`src/rtl/id_stage.sv`:
```
// Decode stage: register file, control decode, hazard detection and
// jump resolution. It launches the registered ID/EX bundle.
// Ports: clk/rst, if_id {pc+4,instr}, branch_taken, WB write port,
//   MEM writer info in; fetch enable, J/JR selects and targets, ID/EX
//   bundle and stall_count out.
module id_stage #(
  parameter logic [31:0] RESET_PC_PLUS4 = 32'h8000_0004
) (
  input  logic        clk,
  input  logic        rst,
  input  logic [63:0] if_id,
  input  logic        branch_taken,
  input  logic        wb_we,
  input  logic [4:0]  wb_addr,
  input  logic [31:0] wb_data,
  input  logic        ex_mem_reg_write,
  input  logic [4:0]  ex_mem_dst,
  output logic        pc_if_id_write,
  output logic        sel_j,
  output logic        sel_jr,
  output logic [31:0] jump_target,
  output logic [31:0] jr_target,
  output logic        id_ex_valid,
  output logic        id_ex_reg_write,
  output logic        id_ex_mem_read,
  output logic        id_ex_mem_write,
  output logic        id_ex_alu_src_imm,
  output logic        id_ex_link,
  output logic [31:0] id_ex_pc_plus4,
  output logic [31:0] id_ex_rs_data,
  output logic [31:0] id_ex_rt_data,
  output logic [31:0] id_ex_imm,
  output logic [5:0]  id_ex_opcode,
  output logic [5:0]  id_ex_funct,
  output logic [4:0]  id_ex_rs,
  output logic [4:0]  id_ex_rt,
  output logic [4:0]  id_ex_dst,
  output logic [31:0] stall_count
);

  logic [31:0] instr;
  logic [31:0] pc4;
  logic [5:0]  opcode;
  logic [5:0]  funct;
  logic [4:0]  rs;
  logic [4:0]  rt;
  logic [4:0]  rd;
  logic [15:0] imm16;

  assign pc4    = if_id[63:32];
  assign instr  = if_id[31:0];
  assign opcode = instr[31:26];
  assign rs     = instr[25:21];
  assign rt     = instr[20:16];
  assign rd     = instr[15:11];
  assign funct  = instr[5:0];
  assign imm16  = instr[15:0];

  // Register file
  logic [31:0] rf_q [32];

  always_ff @(posedge clk or posedge rst) begin
    if (rst) begin
      for (int i = 0; i < 32; i++) rf_q[i] <= '0;
    end else if (wb_we && wb_addr != 5'd0) begin
      rf_q[wb_addr] <= wb_data;
    end
  end

  logic [31:0] rs_val;
  logic [31:0] rt_val;

  // Write-through so WB and ID can share a cycle without forwarding.
  always_comb begin
    rs_val = rf_q[rs];
    rt_val = rf_q[rt];
    if (wb_we && wb_addr == rs) rs_val = wb_data;
    if (wb_we && wb_addr == rt) rt_val = wb_data;
    if (rs == 5'd0) rs_val = '0;
    if (rt == 5'd0) rt_val = '0;
  end

  // Decode
  logic       dec_rw;
  logic       dec_mr;
  logic       dec_mw;
  logic       dec_ais;
  logic       dec_link;
  logic [4:0] dec_dst;
  logic       use_rs;
  logic       use_rt;
  logic       zext;
  logic       is_j;
  logic       is_jr;

  always_comb begin
    dec_rw   = 1'b0;
    dec_mr   = 1'b0;
    dec_mw   = 1'b0;
    dec_ais  = 1'b0;
    dec_link = 1'b0;
    dec_dst  = 5'd0;
    use_rs   = 1'b0;
    use_rt   = 1'b0;
    zext     = 1'b0;
    is_j     = 1'b0;
    is_jr    = 1'b0;
    case (opcode)
      6'h00: begin
        dec_rw  = 1'b1;
        dec_dst = rd;
        use_rs  = 1'b1;
        use_rt  = 1'b1;
        if (funct == 6'h08) begin
          dec_rw = 1'b0;
          is_jr  = 1'b1;
        end
        if (funct == 6'h09) begin
          dec_link = 1'b1;
          is_jr    = 1'b1;
        end
      end
      6'h08, 6'h09, 6'h0A, 6'h0B,
      6'h0C, 6'h0D, 6'h0E, 6'h0F: begin
        dec_rw  = 1'b1;
        dec_ais = 1'b1;
        dec_dst = rt;
        use_rs  = 1'b1;
        zext    = (opcode == 6'h0C) || (opcode == 6'h0D)
               || (opcode == 6'h0E);
      end
      6'h23: begin
        dec_mr  = 1'b1;
        dec_rw  = 1'b1;
        dec_ais = 1'b1;
        dec_dst = rt;
        use_rs  = 1'b1;
      end
      6'h2B: begin
        dec_mw  = 1'b1;
        dec_ais = 1'b1;
        use_rs  = 1'b1;
        use_rt  = 1'b1;
      end
      6'h04, 6'h05: begin
        use_rs = 1'b1;
        use_rt = 1'b1;
      end
      6'h02: is_j = 1'b1;
      6'h03: begin
        is_j     = 1'b1;
        dec_rw   = 1'b1;
        dec_link = 1'b1;
        dec_dst  = 5'd31;
      end
      default: ;
    endcase
  end

  logic [31:0] imm_ext;
  assign imm_ext = zext ? {16'h0, imm16} : {{16{imm16[15]}}, imm16};

  // Hazards
  logic lu_hz;
  logic jr_hz;
  logic stall;

  always_comb begin
    lu_hz = id_ex_mem_read && id_ex_dst != 5'd0 &&
            ((use_rs && rs == id_ex_dst) ||
             (use_rt && rt == id_ex_dst));
    jr_hz = is_jr && rs != 5'd0 &&
            ((id_ex_reg_write && rs == id_ex_dst) ||
             (ex_mem_reg_write && rs == ex_mem_dst));
  end

  assign stall          = (lu_hz || jr_hz) && !branch_taken;
  assign pc_if_id_write = !stall;
  assign sel_j          = is_j && !stall && !branch_taken;
  assign sel_jr         = is_jr && !stall && !branch_taken;
  assign jump_target    = {pc4[31:28], instr[25:0], 2'b00};
  assign jr_target      = rs_val;

  // ID/EX register
  always_ff @(posedge clk or posedge rst) begin
    if (rst) begin
      id_ex_valid       <= 1'b0;
      id_ex_reg_write   <= 1'b0;
      id_ex_mem_read    <= 1'b0;
      id_ex_mem_write   <= 1'b0;
      id_ex_alu_src_imm <= 1'b0;
      id_ex_link        <= 1'b0;
      id_ex_pc_plus4    <= RESET_PC_PLUS4;
      id_ex_rs_data     <= '0;
      id_ex_rt_data     <= '0;
      id_ex_imm         <= '0;
      id_ex_opcode      <= '0;
      id_ex_funct       <= '0;
      id_ex_rs          <= '0;
      id_ex_rt          <= '0;
      id_ex_dst         <= '0;
    end else if (branch_taken || stall) begin
      id_ex_valid       <= 1'b0;
      id_ex_reg_write   <= 1'b0;
      id_ex_mem_read    <= 1'b0;
      id_ex_mem_write   <= 1'b0;
      id_ex_alu_src_imm <= 1'b0;
      id_ex_link        <= 1'b0;
    end else begin
      id_ex_valid       <= (if_id != 64'd0);
      id_ex_reg_write   <= dec_rw;
      id_ex_mem_read    <= dec_mr;
      id_ex_mem_write   <= dec_mw;
      id_ex_alu_src_imm <= dec_ais;
      id_ex_link        <= dec_link;
      id_ex_pc_plus4    <= pc4;
      id_ex_rs_data     <= rs_val;
      id_ex_rt_data     <= rt_val;
      id_ex_imm         <= imm_ext;
      id_ex_opcode      <= opcode;
      id_ex_funct       <= funct;
      id_ex_rs          <= rs;
      id_ex_rt          <= rt;
      id_ex_dst         <= dec_dst;
    end
  end

  always_ff @(posedge clk or posedge rst) begin
    if (rst) begin
      stall_count <= '0;
    end else if (stall && stall_count != 32'hFFFF_FFFF) begin
      stall_count <= stall_count + 32'd1;
    end
  end

endmodule

```
`config.mk`:
```
export PLATFORM = sky130hd
export DESIGN_NAME = id_stage
export DESIGN_NICKNAME = d
export VERILOG_FILES = /design/src/rtl/id_stage.sv
export SDC_FILE = /design/constraint.sdc
export NUM_CORES = 2
export LEC_CHECK = 0
export CORE_MARGIN = 1
export CORE_UTILIZATION = 50
export DETAILED_ROUTE_END_ITERATION = 8
export PLACE_DENSITY = 0.69
export SYNTH_ARGS = -nofsm -noshare
export SYNTH_HDL_FRONTEND = slang
export SYNTH_SLANG_ARGS = --single-unit
```
`constraint.sdc`:
```
create_clock -name clk -period 100.8 [get_ports clk]
set_input_delay 25.2 -clock clk [delete_from_list [all_inputs] [get_ports clk]]
set_output_delay 25.2 -clock clk [all_outputs]
set_load 0.02 [all_outputs]
```
==> reports/metrics.cfg <==
[routing]
drc_errors=56
drt_iter0_drc=4494
drt_first_pass_iters=9
postRouteAntennaNets=0
wl_per_cell_um=31.1
vias=42200
routed_via_density=6.63
wl_um=198000

[synthesis]
synth_top_area_share_pct=47.7
synth_compound_area_share_pct=4.86
synth_area_um2=62700
synth_edf_count=0
synthMuxAreaShare_pct=38.2
ys_seq_area_share_pct=47.8
yosysUniqueCellTypes=70
synth_top_family_by_area=multiplexers
avgSynthCellArea_um2=13.8
ys_ff_latch=1196
synth_flop_cell=dfrtp_1
yosysWarnings=0
async_flop_share_pct=100
synthXorXnorAreaFrac_pct=0.769
synthCells=4525
synth-adder-area-share_pct=0.0200
synth.area.top_cells=dfrtp_1 48%, mux2_2 19%, mux4_2 16%
synth.largest_area_cell=dfrtp_1
synth-simple-area-share_pct=4.49

[final_layout]
fin_util_pct=58.0
areaGrowthSynthToFinish_pct=14.7
fin_area_um2=71900
n_fill_cell=9791
layout-drive-gt1-share_pct=39.6
fin_nets=4734

[timing]
tightest_slew_ns=1.21
totalNegativeSetupSlack_ns=0
min_period_over_period_pct=54.9
hold_viol=0
finClkSkew_ns=0.0258
min_period_ns=55.31
relSlewSlack_pct=19.6
rsz0062_at_grt=false
slew_viol_final=0
setup_viol=0
fmax_mhz=18.1

[cts]
ctsHoldBuffers=0
path_clk_slew_ns=0.05
clk_latency_ns=0.78
cts.repair.resized=0
post_cts_buffers=0
clock-sinks=1196
cts_buffer_depth=3
root_buffer=clkbuf_16
cts_tree=yes
cts_max_level=4
cts_buffers=135

[power_and_ir_drop]
power_density_nw_per_um2=19.9
peakVddDrop_mv=0.0184
p_leak_uw=0.0310
totalPowerFinal_uw=1430

[critical_path]
cp-start-kind=primary input
critPathRequiredTime_ns=75.60
r2r_setup_slack_ns=97.55
crit_path_end_kind=primary output
criticalPathCategory=primary input to primary output
worst-path-max-fanout=53
worstPathArrival_ns=30.11

[floorplanning]
initial_utilization_pct=50.5
coreArea_um2=124000
num_io_pins=371
die_x_um=356
row_count=129
dieArea_um2=127000
die_y_um=356

[status]
status=complete, but fails checks
violations=DRC

[flow_run]
maxCapViolCount=0

[placed_design]
place_area_um2=67200
dp_hpwl_um=118000
gp_congestion=0.881
io_buffers=368

[grt]
grt_pass1_wl_um=291000
gr-usage-met1_pct=42.1
globalRouteTotalUtil_pct=31.5
antenna_found_initial=15
use_met2_pct=48.4
grt.overflow.total=0
grt_pass1_vias=42000
busiest_layer=met2
grt_max_degree=177
use_met3_pct=7.60

[worst_hold_path]
hold_path.class=flop to flop

-- flip-flops by register name, summed over array words and instances (netlist names) --
name,cells
rf_q,1024
id_ex_pc_plus4,32
id_ex_rs_data,32
id_ex_rt_data,32
stall_count,32
id_ex_imm,17
id_ex_opcode,6
id_ex_dst,5
id_ex_rs,5
id_ex_rt,5
id_ex_alu_src_imm,1
id_ex_link,1
id_ex_mem_read,1
id_ex_mem_write,1
id_ex_reg_write,1
id_ex_valid,1
-- final cells by class --
type / count / area [µm²] / share of cell area [%]
Clock inverter: 29 / 454 / 0.632
Timing Repair Buffer: 486 / 4660 / 6.49
Sequential cell: 1196 / 29900 / 41.6
Clock buffer: 209 / 4180 / 5.81
Tap cell: 1637 / 2050 / 2.85
Antenna cell: 7 / 17.5 / 0.0244
Multi-Input combinational cell: 2788 / 30500 / 42.5
Inverter: 15 / 63.8 / 0.0888
-- cell families after synthesis --
kind of cell               Yosys count
and+or+nand+nor                    584
DFF                               1196
AOI/OAI and AO/OA                  427
adders and majority gates            1
other                                1
xor gates and xnor gates            55
muxes                             1719
buffers and inverters              542
-- per-layer routing --
| metal | wire length (µm) | vias to the layer above |
|---|---|---|
| li1 | - | 17300 |
| met1 | 79100 | 22400 |
| met2 | 91600 | 2050 |
| met3 | 17900 | 475 |
| met4 | 9600 | 16 |
| met5 | 146 | - |
-- worst max-delay path, stage by stage --
cell,delay [ns]
buf_8,0.39
buf_4,0.54
buf_4,0.79
buf_4,0.79
mux4_2,0.35
mux2_2,0.14
a221oi_1,0.08
a2111oi_0,0.85
a21o_1,0.16
clkdlybuf4s50_1,0.60
-- report_power, final --
group	total (µW)	switching (µW)	internal [µW]	leakage, µW
Combinational	290	125	165	0.0134
Clock	515	204	310	0.00228
Sequential	626	61.0	565	0.0153
Total	1430	390	1040	0.0310
-- stage by stage --
step	worst slack [ns]	hold WS (ns)	std cells
after floorplan	41.91	0.441	4526
after detailed placement	45.47	0.383	6122
final	45.49	0.397	6367
after global placement	45.49	0.377	6122
after global routing	45.21	0.410	6367
after CTS	45.46	0.397	6360
-- cell usage in the layout (no fill, tap or decap), drive strengths merged, types with 44 or more instances in the layout --
| master | count |
|---|---|
| a211oi | 103 |
| a21oi | 81 |
| a221oi | 49 |
| buf | 127 |
| clkbuf | 209 |
| clkdlybuf4s50 | 359 |
| dfrtp | 1194 |
| mux2 | 1038 |
| mux2i | 248 |
| mux4 | 433 |
| nand2 | 243 |
| nor2 | 109 |
| nor2b | 70 |
| xnor2 | 44 |
-- cell usage after synthesis, types with 44 or more instances --
library cell and instances:
nor2_1 109, buf_2 77, mux4_2 433, dfrtp_1 1194
nand2_1 243, mux2i_1 248, a221oi_1 49, nor2b_1 70
a21oi_1 81, mux2_2 1038, buf_4 74, xnor2_1 44
buf_1 64, a211oi_1 102, clkbuf_1 306
-- final timing paths --
path / startpoint / to / depth (start not counted)
worst max-delay path: if_id[21] / jr_target[4] / 10
worst min-delay path: rf_q[1003] / rf_q[1003] / 0
worst max register to register: id_ex_dst[2] / id_ex_rs_data[12] / 7
worst min register to register: rf_q[1003] / rf_q[1003] / 0
max in group asynchronous: rst / rf_q[649] / 7
min in group asynchronous: rst / stall_count[20] / 2
(Power assumes the default switching activity.)
